### src/rtl/ex_mem_mdu.sv
// Execute stage and EX/MEM latch with an iterative multiply/divide unit.
// HI/LO are readable with MFHI/MFLO; stall_ex holds upstream stages while MDU instructions wait for a busy unit.
module ex_mem_mdu #(
    parameter int LEN_DATA    = 32,
    parameter int NUM_BITS    = 5,
    parameter int LEN_MEM_BUS = 9,
    parameter int LEN_WB_BUS  = 2
) (
    input  logic                   clk,
    input  logic                   reset,
    input  logic [LEN_DATA-1:0]    in_pc,
    input  logic [LEN_DATA-1:0]    in_reg1,
    input  logic [LEN_DATA-1:0]    in_reg2,
    input  logic [LEN_DATA-1:0]    in_sign_extend,
    input  logic [NUM_BITS-1:0]    in_rs,
    input  logic [NUM_BITS-1:0]    in_rt,
    input  logic [NUM_BITS-1:0]    in_rd,
    input  logic [NUM_BITS-1:0]    in_shamt,
    input  logic [3:0]             alu_op,
    input  logic                   alu_src_imm,
    input  logic                   alu_src_shamt,
    input  logic                   link,
    input  logic                   reg_dst,
    input  logic [2:0]             mdu_op,
    input  logic [LEN_MEM_BUS-1:0] memory_bus,
    input  logic [LEN_WB_BUS-1:0]  writeBack_bus,
    input  logic                   ex_mem_reg_write,
    input  logic                   mem_wb_reg_write,
    input  logic [NUM_BITS-1:0]    ex_mem_rd,
    input  logic [NUM_BITS-1:0]    mem_wb_rd,
    input  logic [LEN_DATA-1:0]    in_mem_forw,
    input  logic [LEN_DATA-1:0]    in_wb_forw,
    input  logic                   flush,
    input  logic                   halt_flag_e,
    output logic                   stall_ex,
    output logic                   mdu_busy,
    output logic [LEN_DATA-1:0]    out_pc_branch,
    output logic [LEN_DATA-1:0]    out_alu,
    output logic [LEN_DATA-1:0]    out_reg2,
    output logic                   zero_flag,
    output logic [NUM_BITS-1:0]    out_write_reg,
    output logic                   out_halt_flag_e,
    output logic [LEN_MEM_BUS-1:0] memory_bus_out,
    output logic [LEN_WB_BUS-1:0]  writeBack_bus_out
);

    localparam int CNT_W = $clog2(LEN_DATA);
    localparam int SH_W  = $clog2(LEN_DATA);
    localparam logic [LEN_DATA-1:0]   ONE      = {{(LEN_DATA-1){1'b0}}, 1'b1};
    localparam logic [2*LEN_DATA-1:0] ONE2     = {{(2*LEN_DATA-1){1'b0}}, 1'b1};
    localparam logic [CNT_W-1:0]      CNT_ONE  = {{(CNT_W-1){1'b0}}, 1'b1};
    localparam logic [CNT_W-1:0]      CNT_LAST = CNT_W'(LEN_DATA - 1);

    localparam logic [3:0] ALU_ADD  = 4'd0;
    localparam logic [3:0] ALU_SUB  = 4'd1;
    localparam logic [3:0] ALU_AND  = 4'd2;
    localparam logic [3:0] ALU_OR   = 4'd3;
    localparam logic [3:0] ALU_XOR  = 4'd4;
    localparam logic [3:0] ALU_NOR  = 4'd5;
    localparam logic [3:0] ALU_SLT  = 4'd6;
    localparam logic [3:0] ALU_SLTU = 4'd7;
    localparam logic [3:0] ALU_SLL  = 4'd8;
    localparam logic [3:0] ALU_SRL  = 4'd9;
    localparam logic [3:0] ALU_SRA  = 4'd10;
    localparam logic [3:0] ALU_LUI  = 4'd11;

    localparam logic [2:0] MDU_MULT  = 3'b001;
    localparam logic [2:0] MDU_MULTU = 3'b010;
    localparam logic [2:0] MDU_DIV   = 3'b011;
    localparam logic [2:0] MDU_DIVU  = 3'b100;
    localparam logic [2:0] MDU_MFHI  = 3'b101;
    localparam logic [2:0] MDU_MFLO  = 3'b110;

    typedef enum logic {
        S_IDLE = 1'b0,
        S_BUSY = 1'b1
    } state_t;

    function automatic logic [LEN_DATA-1:0] f_neg(input logic [LEN_DATA-1:0] x);
        return ~x + ONE;
    endfunction

    function automatic logic [2*LEN_DATA-1:0] f_neg2(input logic [2*LEN_DATA-1:0] x);
        return ~x + ONE2;
    endfunction

    state_t                 r_state;
    state_t                 w_state_n;
    logic [CNT_W-1:0]       r_cnt;
    logic                   r_is_div;
    logic                   r_neg_q;
    logic                   r_neg_r;
    logic [LEN_DATA-1:0]    r_a;
    logic [LEN_DATA-1:0]    r_acc;
    logic [LEN_DATA-1:0]    r_q;
    logic [LEN_DATA-1:0]    r_hi;
    logic [LEN_DATA-1:0]    r_lo;

    logic [LEN_DATA-1:0]    w_fwd_a;
    logic [LEN_DATA-1:0]    w_fwd_b;
    logic [LEN_DATA-1:0]    w_alu_a;
    logic [LEN_DATA-1:0]    w_alu_b;
    logic [LEN_DATA-1:0]    w_alu_res;
    logic [LEN_DATA-1:0]    w_result;
    logic [NUM_BITS-1:0]    w_dst;
    logic                   w_is_arith;
    logic                   w_is_any;
    logic                   w_start;
    logic                   w_signed;
    logic                   w_op_div;
    logic                   w_sign_a;
    logic                   w_sign_b;
    logic [LEN_DATA-1:0]    w_mag_a;
    logic [LEN_DATA-1:0]    w_mag_b;
    logic [LEN_DATA:0]      w_msum;
    logic [LEN_DATA:0]      w_shift;
    logic                   w_ge;
    logic [LEN_DATA-1:0]    w_diff;
    logic [LEN_DATA-1:0]    w_acc_n;
    logic [LEN_DATA-1:0]    w_q_n;
    logic [2*LEN_DATA-1:0]  w_prod;
    logic [2*LEN_DATA-1:0]  w_prod_fix;
    logic [LEN_DATA-1:0]    w_hi_fin;
    logic [LEN_DATA-1:0]    w_lo_fin;

    // Operand forwarding: EX/MEM beats MEM/WB beats the register file
    always_comb begin
        w_fwd_a = in_reg1;
        w_fwd_b = in_reg2;
        if (ex_mem_reg_write && (ex_mem_rd != {NUM_BITS{1'b0}}) && (ex_mem_rd == in_rs)) begin
            w_fwd_a = in_mem_forw;
        end else if (mem_wb_reg_write && (mem_wb_rd != {NUM_BITS{1'b0}}) && (mem_wb_rd == in_rs)) begin
            w_fwd_a = in_wb_forw;
        end else begin
            w_fwd_a = in_reg1;
        end
        if (ex_mem_reg_write && (ex_mem_rd != {NUM_BITS{1'b0}}) && (ex_mem_rd == in_rt)) begin
            w_fwd_b = in_mem_forw;
        end else if (mem_wb_reg_write && (mem_wb_rd != {NUM_BITS{1'b0}}) && (mem_wb_rd == in_rt)) begin
            w_fwd_b = in_wb_forw;
        end else begin
            w_fwd_b = in_reg2;
        end
    end

    // ALU operand and destination selection
    always_comb begin
        w_alu_a = w_fwd_a;
        w_alu_b = w_fwd_b;
        w_dst   = in_rt;
        if (link) begin
            w_alu_a = in_pc;
            w_alu_b = ONE;
            w_dst   = {NUM_BITS{1'b1}};
        end else begin
            w_alu_a = alu_src_shamt ? {{(LEN_DATA-NUM_BITS){1'b0}}, in_shamt} : w_fwd_a;
            w_alu_b = alu_src_imm ? in_sign_extend : w_fwd_b;
            w_dst   = reg_dst ? in_rd : in_rt;
        end
    end

    // ALU; shift instructions shift B by the low bits of A
    always_comb begin
        w_alu_res = {LEN_DATA{1'b0}};
        case (alu_op)
            ALU_ADD:  w_alu_res = w_alu_a + w_alu_b;
            ALU_SUB:  w_alu_res = w_alu_a - w_alu_b;
            ALU_AND:  w_alu_res = w_alu_a & w_alu_b;
            ALU_OR:   w_alu_res = w_alu_a | w_alu_b;
            ALU_XOR:  w_alu_res = w_alu_a ^ w_alu_b;
            ALU_NOR:  w_alu_res = ~(w_alu_a | w_alu_b);
            ALU_SLT:  w_alu_res = {{(LEN_DATA-1){1'b0}}, ($signed(w_alu_a) < $signed(w_alu_b))};
            ALU_SLTU: w_alu_res = {{(LEN_DATA-1){1'b0}}, (w_alu_a < w_alu_b)};
            ALU_SLL:  w_alu_res = w_alu_b << w_alu_a[SH_W-1:0];
            ALU_SRL:  w_alu_res = w_alu_b >> w_alu_a[SH_W-1:0];
            ALU_SRA:  w_alu_res = $signed(w_alu_b) >>> w_alu_a[SH_W-1:0];
            ALU_LUI:  w_alu_res = w_alu_b << (LEN_DATA / 2);
            default:  w_alu_res = w_alu_a + w_alu_b;
        endcase
    end

    // MDU decode, start condition and operand magnitudes
    always_comb begin
        w_is_arith = (mdu_op >= MDU_MULT) && (mdu_op <= MDU_DIVU);
        w_is_any   = (mdu_op >= MDU_MULT) && (mdu_op <= MDU_MFLO);
        stall_ex   = (r_state == S_BUSY) && w_is_any;
        w_start    = (r_state == S_IDLE) && w_is_arith && !flush && !stall_ex;
        w_signed   = (mdu_op == MDU_MULT) || (mdu_op == MDU_DIV);
        w_op_div   = (mdu_op == MDU_DIV) || (mdu_op == MDU_DIVU);
        w_sign_a   = w_signed && w_fwd_a[LEN_DATA-1];
        w_sign_b   = w_signed && w_fwd_b[LEN_DATA-1];
        w_mag_a    = w_sign_a ? f_neg(w_fwd_a) : w_fwd_a;
        w_mag_b    = w_sign_b ? f_neg(w_fwd_b) : w_fwd_b;
        w_result   = w_alu_res;
        case (mdu_op)
            MDU_MFHI: w_result = r_hi;
            MDU_MFLO: w_result = r_lo;
            default:  w_result = w_alu_res;
        endcase
    end

    // One iteration step: shift-add for multiply, restoring subtract for divide
    always_comb begin
        w_msum  = {1'b0, r_acc} + (r_q[0] ? {1'b0, r_a} : {(LEN_DATA+1){1'b0}});
        w_shift = {r_acc, r_q[LEN_DATA-1]};
        w_ge    = (w_shift >= {1'b0, r_a});
        w_diff  = w_shift[LEN_DATA-1:0] - r_a;
        if (r_is_div) begin
            w_acc_n = w_ge ? w_diff : w_shift[LEN_DATA-1:0];
            w_q_n   = {r_q[LEN_DATA-2:0], w_ge};
        end else begin
            w_acc_n = w_msum[LEN_DATA:1];
            w_q_n   = {w_msum[0], r_q[LEN_DATA-1:1]};
        end
        w_prod     = {w_acc_n, w_q_n};
        w_prod_fix = r_neg_q ? f_neg2(w_prod) : w_prod;
        if (r_is_div) begin
            w_hi_fin = r_neg_r ? f_neg(w_acc_n) : w_acc_n;
            w_lo_fin = r_neg_q ? f_neg(w_q_n) : w_q_n;
        end else begin
            w_hi_fin = w_prod_fix[2*LEN_DATA-1:LEN_DATA];
            w_lo_fin = w_prod_fix[LEN_DATA-1:0];
        end
    end

    // MDU next-state logic
    always_comb begin
        w_state_n = r_state;
        case (r_state)
            S_IDLE:  w_state_n = w_start ? S_BUSY : S_IDLE;
            S_BUSY:  w_state_n = (r_cnt == {CNT_W{1'b0}}) ? S_IDLE : S_BUSY;
            default: w_state_n = S_IDLE;
        endcase
    end

    assign mdu_busy = (r_state == S_BUSY);

    // MDU state register
    always_ff @(negedge clk or negedge reset) begin
        if (!reset) begin
            r_state <= S_IDLE;
        end else begin
            r_state <= w_state_n;
        end
    end

    // MDU datapath: operand capture, iteration and HI/LO write-back
    always_ff @(negedge clk or negedge reset) begin
        if (!reset) begin
            r_cnt    <= {CNT_W{1'b0}};
            r_is_div <= 1'b0;
            r_neg_q  <= 1'b0;
            r_neg_r  <= 1'b0;
            r_a      <= {LEN_DATA{1'b0}};
            r_acc    <= {LEN_DATA{1'b0}};
            r_q      <= {LEN_DATA{1'b0}};
            r_hi     <= {LEN_DATA{1'b0}};
            r_lo     <= {LEN_DATA{1'b0}};
        end else if (w_start) begin
            r_cnt    <= CNT_LAST;
            r_is_div <= w_op_div;
            r_neg_q  <= w_sign_a ^ w_sign_b;
            r_neg_r  <= w_sign_a;
            r_acc    <= {LEN_DATA{1'b0}};
            r_a      <= w_op_div ? w_mag_b : w_mag_a;
            r_q      <= w_op_div ? w_mag_a : w_mag_b;
        end else if (r_state == S_BUSY) begin
            r_acc <= w_acc_n;
            r_q   <= w_q_n;
            if (r_cnt == {CNT_W{1'b0}}) begin
                r_hi <= w_hi_fin;
                r_lo <= w_lo_fin;
            end else begin
                r_cnt <= r_cnt - CNT_ONE;
            end
        end
    end

    // EX/MEM latch: stall inserts a control bubble and holds data, flush clears
    always_ff @(negedge clk or negedge reset) begin
        if (!reset) begin
            out_pc_branch     <= {LEN_DATA{1'b0}};
            out_alu           <= {LEN_DATA{1'b0}};
            out_reg2          <= {LEN_DATA{1'b0}};
            zero_flag         <= 1'b0;
            out_write_reg     <= {NUM_BITS{1'b0}};
            out_halt_flag_e   <= 1'b0;
            memory_bus_out    <= {LEN_MEM_BUS{1'b0}};
            writeBack_bus_out <= {LEN_WB_BUS{1'b0}};
        end else begin
            out_halt_flag_e <= halt_flag_e;
            if (stall_ex) begin
                memory_bus_out    <= {LEN_MEM_BUS{1'b0}};
                writeBack_bus_out <= {LEN_WB_BUS{1'b0}};
            end else if (flush) begin
                out_pc_branch     <= {LEN_DATA{1'b0}};
                out_alu           <= {LEN_DATA{1'b0}};
                out_reg2          <= {LEN_DATA{1'b0}};
                zero_flag         <= 1'b0;
                out_write_reg     <= {NUM_BITS{1'b0}};
                memory_bus_out    <= {LEN_MEM_BUS{1'b0}};
                writeBack_bus_out <= {LEN_WB_BUS{1'b0}};
            end else begin
                out_pc_branch     <= in_pc + in_sign_extend;
                out_alu           <= w_result;
                out_reg2          <= w_fwd_b;
                zero_flag         <= (w_alu_res == {LEN_DATA{1'b0}});
                out_write_reg     <= w_dst;
                memory_bus_out    <= memory_bus;
                writeBack_bus_out <= writeBack_bus;
            end
        end
    end

endmodule

### config.mk
export PLATFORM = sky130hd
export DESIGN_NAME = ex_mem_mdu
export DESIGN_NICKNAME = d
export VERILOG_FILES = /design/src/rtl/ex_mem_mdu.sv
export SDC_FILE = /design/constraint.sdc
export NUM_CORES = 2
export LEC_CHECK = 0
export BUFFER_PORTS_ARGS = -buffer_cell sky130_fd_sc_hd__buf_2
export CORE_ASPECT_RATIO = 1.75
export CORE_MARGIN = 2
export CORE_UTILIZATION = 55
export CTS_CLUSTER_DIAMETER = 40
export DETAILED_ROUTE_END_ITERATION = 12
export PLACE_DENSITY_LB_ADDON = 0.08
export SLEW_MARGIN = 30
export SYNTH_ARGS = -nofsm -noshare
export SYNTH_HDL_FRONTEND = slang
export SYNTH_SLANG_ARGS = --single-unit
### constraint.sdc
create_clock -name clk -period 5.8 [get_ports clk]
set_clock_uncertainty 0.1 [all_clocks]
set_input_delay 0.29 -clock clk [delete_from_list [all_inputs] [get_ports clk]]
set_output_delay 0.29 -clock clk [all_outputs]
set_load 0.03 [all_outputs]
==> summary.txt, run 1 <==
Synth
  • Synth unique cells: 100
  • Most used DFF post-synth: dfrtn_1
  • Mean post-synth cell area: 7.54 um^2
  • Syn_nets: 4776
  • Synth warn: 0
  • FF+latch count, synth: 283
  • Register area share after synthesis: 21.8%
  • Mapped cell area: 32600 um^2
  • Top cell type's share of synthesized area: 21.8%
  • Leading area contributor after synthesis: dfrtn_1
  • Dominant cells by area after synthesis: dfrtn_1 (22%), ha_1 (7.7%), mux2i_1 (6.5%)
  • Asr flop ratio synth: 100%
  • EDFF count, synth: 0
  • Mapped Cells: 4320

Clock network
  • Max Root-Sink Buffers: 3
  • CTS sink cnt: 283
  • H-tree Lvls: 2
  • Cts hold-fix bufs: 0
  • Num CTS Buffers: 40
  • CTS root buf: clkbuf_16

Outcome
  • Status: aborted with a tool error
  • Stop err: [ERROR GRT-0116] Global routing finished with congestion. Check the congestion regions in the DRC Viewer.
  • Exit stage: global routing

GRT
  • GRT Total Usage: 80.1%
  • Remaining global-route overflow: 631
  • First-pass GRT wire length: 379000 um
  • Largest net degree at the start of global routing: 131
  • Vias in the first global route: 53341

Floorplanning
  • Die H: 326 um
  • Row count: 118
  • I/O pin count: 366
  • Chip Width: 188 um
  • Initial core utilization: 55.3%

Place
  • Routability cong.: 1.20
  • Post-DP Area: 43900 um^2
  • Port bufs: 365
  • Pre-CTS setup slack: -2.93 ns
  • Detail Placement HPWL: 147000 um
## timing repair
item,CTS
gates resized for setup,482
pin swaps,204
setup endpoints to repair,133
buffers inserted,104
gates cloned,3
## synth_stat cells, types with 42 or more instances
master and n:
nand2b_1 42, a211oi_1 42, dfrtn_1 283, ha_1 201, o22ai_1 89, a21o_1 73
xnor2_1 137, o221ai_1 43, and2_1 64, xor2_1 90, nand3_1 99, o21a_1 51
inv_1 167, a22oi_1 47, o211ai_1 69, nor2_1 336, clkbuf_1 222, nor3_1 106
a31oi_1 46, mux2i_1 213, o21ai_0 399, a22o_1 54, a21oi_1 304, nand2_1 468
## routing by layer
layer | global-route usage (%) | GRT overflow
met3 | 61.5 | 11
met2 | 99.4 | 378
met5 | 22.7 | 3
met1 | 77.3 | 5
met4 | 88.2 | 234
## per-stage QoR
stage                     instances  setup TNS [ns]
after floorplan                4320         -110.54
after CTS                      6504         -141.84
after global placement         6351         -178.93
after detailed placement       6351         -191.16
## kinds of logic after synthesis
| logic type | count (synthesis) | share of synthesized area (%) |
|---|---|---|
| flip-flops | 283 | 21.8 |
| XOR/XNOR | 227 | 6.11 |
| AO/OA/AOI/OAI | 1566 | 31.9 |
| multiplexers | 238 | 7.41 |
| adder cells (fa/ha/maj) | 206 | 8.03 |
| AND/OR/NAND/NOR | 1339 | 19.1 |
| buffers and inverters | 461 | 5.71 |
==> inputs of run 2 (changes only) <==
--- a/config.mk
+++ b/config.mk
@@ -6,12 +6,10 @@
 export NUM_CORES = 2
 export LEC_CHECK = 0
 export BUFFER_PORTS_ARGS = -buffer_cell sky130_fd_sc_hd__buf_2
-export CORE_ASPECT_RATIO = 1.75
 export CORE_MARGIN = 2
-export CORE_UTILIZATION = 55
-export CTS_CLUSTER_DIAMETER = 40
+export CORE_UTILIZATION = 40
 export DETAILED_ROUTE_END_ITERATION = 12
-export PLACE_DENSITY_LB_ADDON = 0.08
+export PLACE_DENSITY_LB_ADDON = 0.15
 export SLEW_MARGIN = 30
 export SYNTH_ARGS = -nofsm -noshare
 export SYNTH_HDL_FRONTEND = slang
==> constraint.sdc (replaced) <==
create_clock -name clk -period 7.5 [get_ports clk]
set_clock_uncertainty 0.1 [all_clocks]
set_input_delay 0.375 -clock clk [delete_from_list [all_inputs] [get_ports clk]]
set_output_delay 0.375 -clock clk [all_outputs]
set_load 0.03 [all_outputs]
==> run 2 against run 1 <==
Against the previous run: synthesized cell count stayed put; area after synthesis unchanged; the flow now finishes, with violations (negative setup slack).
==> summary.txt, run 2 <==
Place
  • Post-DP Area: 43600 um^2
  • Post-Place Cells: 6538
  • Detail Placement HPWL: 152000 um
  • Port bufs: 365
  • Routability cong.: 1.06

Routing
  • Via count: 41193
  • First drt pass iteration count: 6
  • Drt wl/cell: 28.2 um
  • Starting DRT DRC Count: 4298
  • Final WL: 190000 um
  • Via/cell ratio: 6.13
  • Post-route DRC violation count: 0
  • Post-route ant nets: 0

Finish
  • Finished Layout Cells: 6719
  • Final #Nets: 6084
  • Area growth syn-to-layout: 50.4%
  • Most common cell after layout, fill and taps aside: buf_4
  • FILL cells: 7426
  • Multi-input logic area: 26800 um^2
  • Design Area, Final: 49000 um^2
  • Share of cells above drive strength 1: 37.9%
  • Sequential Area: 7080 um^2
  • Most frequent cells in the layout: buf_4 (1049), nand2_1 (453), buf_2 (359)

Critical path
  • Max stage delay on crit path: 0.57 ns
  • Crit path max fanout: 5
  • CP top delay family: compound AO/OA/AOI/OAI gates
  • Critical Path Sink Type: flop
  • CP Class: input pin to flop
  • R2R setup slack: 0.90 ns
  • Critical path data arrival time: 5.58 ns
  • R2R Path End: r_hi[22]
  • Slowest cell on the critical path: or4b_4
  • Required @ worst endpoint: 4.06 ns
  • Worst path buffer plus inverter count: 5
  • FF-to-FF Start: r_a[18]
  • CP most frequent cell: buf_6
  • Startpoint types: input pin
  • R2R depth: 26

Synth
  • Synth warn: 0
  • Most used DFF post-synth: dfrtn_1
  • Mapped cell area: 32600 um^2
  • FF+latch count, synth: 283
  • EDFF count, synth: 0
  • Top cell type's share of synthesized area: 21.8%
  • Mapped Cells: 4320
  • Dominant cells by area after synthesis: dfrtn_1 (22%), ha_1 (7.7%), mux2i_1 (6.5%)
  • Leading area contributor after synthesis: dfrtn_1
  • Mean post-synth cell area: 7.54 um^2
  • Register area share after synthesis: 21.8%
  • Most frequent cells after synthesis: nand2_1 (468), o21ai_0 (399), nor2_1 (336), a21oi_1 (304), dfrtn_1 (283)
  • Syn_nets: 4776
  • Asr flop ratio synth: 100%
  • Top-count cell post-synth: nand2_1
  • Synth unique cells: 100

STA
  • Hold Vio Cnt, Final: 0
  • Pins Over Slew Limit: 0
  • Final Worst Setup Slack: -1.52 ns
  • Max_slew headroom: 27.6%
  • Unrepaired setup endpoints after global routing: yes
  • Final setup violation count: 48
  • Setup TNS: -38.11 ns
  • Worst-margin pin slew: 1.08 ns

Clock network
  • CTS root buf: clkbuf_16
  • Worst-path clk slew: 0.05 ns
  • Max Root-Sink Buffers: 3
  • Num CTS Buffers: 36
  • H-tree Lvls: 2
  • Cts hold-fix bufs: 0
  • CTS tree: built
  • CTS sink cnt: 283
  • Clk Latency, worst-skew pair: 0.58 ns

Hold path
  • Hold Crit Class: flop to flop
  • Hold_sp: out_alu[17]
  • Worst Hold End: out_alu[17]
  • Hold path cells: 1

Power
  • LEAKAGE: 22.3 nW
  • Cell area power density: 322 nW/um^2
  • Maximum vdd drop: 295 uV

Outcome
  • Violated checks: negative setup slack
  • Status: finished with violations

GRT
  • Vias in the first global route: 38721
  • First-pass GRT wire length: 267000 um
  • GRT Total Usage: 43.5%
  • Initial antenna violation count: 10
  • Remaining global-route overflow: 0
  • Largest net degree at the start of global routing: 118

Floorplanning
  • Total core area: 80500 um^2
  • Row count: 104
  • Die H: 289 um
  • Initial core utilization: 40.4%
  • Chip Width: 289 um
  • Die footprint: 83700 um^2
  • I/O pin count: 366

Job
  • Max_cap viols: 0
## run 2: cell counts after synthesis
No cell type changed its count.
## run 2: per-stage QoR
stage               power, mW  utilization, %  hold WS [ns]  setup WS [ns]
finish                   15.8            60.8         0.316          -1.52
global placement         13.0            54.1         0.313          -2.29
CTS                      15.3            58.4         0.317          -1.41
floorplan                8.92               -         0.305          -1.94
global route             16.6            60.8         0.340          -1.69
detailed placement       13.1            54.1         0.315          -2.46
## run 2: timing repair
item	in CTS	in global routing
gates cloned	5	0
pin swaps	162	143
endpoints found under the setup margin	74	69
setup buffers	64	70
gates resized for setup	354	339
## run 2: worst register-to-register path: stages, from the launching register on
cell,delay [ns]
dfrtn_1,0.50
inv_1,0.08
ha_1,0.35
a21o_1,0.21
a21o_1,0.21
a221o_1,0.34
a2111oi_0,0.38
o21ai_0,0.24
a21oi_2,0.34
a21oi_2,0.11
nor2_2,0.19
nand2_1,0.11
o21ai_0,0.16
ha_1,0.22
o21ai_0,0.10
or2_2,0.33
or4_1,0.51
or3_1,0.40
nor4_1,0.25
buf_4,0.20
nand2_1,0.05
a21oi_1,0.14
buf_4,0.17
a22oi_1,0.11
o21ai_1,0.21
xor2_1,0.28
o21ai_0,0.13
## run 2: cell families after synthesis
| kind of cell | count (synthesis) | synth area share, % |
|---|---|---|
| AO/OA/AOI/OAI | 1566 | 31.9 |
| AND/OR/NAND/NOR | 1339 | 19.1 |
| buffers and inverters | 461 | 5.71 |
| flip-flops | 283 | 21.8 |
| multiplexers | 238 | 7.41 |
| XOR/XNOR | 227 | 6.11 |
| adder cells (fa/ha/maj) | 206 | 8.03 |
## run 2: final cells by class
class / count / share of cell area (%)
inverter: 174 / 1.36
timing repair buffer: 1557 / 24.2
tap: 1060 / 2.71
sequential: 283 / 14.5
clock inverter: 21 / 0.514
antenna: 5 / 0.0256
clock buffer: 43 / 1.98
multi-input combinational: 3576 / 54.7
## run 2: per-layer routing
layer | share of wire [%] | wire length, um | GRT usage (%) | up-vias
met2 | 43 | 80600 | 65.6 | 2215
met5 | 0.091 | 173 | 0 | -
met1 | 39 | 74600 | 55.4 | 19787
li1 | - | - | - | 18651
met3 | 11 | 20300 | 12.1 | 526
met4 | 7.3 | 13900 | 25.3 | 14
## run 2: worst max path at each step
| stage | startpoint | endpoint | slack (ns) | depth (start not counted) |
|---|---|---|---|---|
| floorplan | ex_mem_rd[4] | zero_flag | -1.94 | 25 |
| global placement | mem_wb_rd[3] | zero_flag | -2.29 | 26 |
| detailed placement | mem_wb_rd[3] | zero_flag | -2.46 | 26 |
| CTS | mem_wb_rd[2] | zero_flag | -1.41 | 26 |
| global route | mem_wb_rd[2] | out_alu[28] | -1.69 | 26 |
| finish | in_rs[3] | out_alu[28] | -1.52 | 26 |
## run 2: report_power, final
group	total (mW)	internal, mW	switching, mW
sequential	2.96	2.28	0.678
combinational	11.0	4.15	6.81
clock	1.84	1.07	0.774
total	15.8	7.50	8.26
No activity file was read; power rests on OpenSTA's default activity.
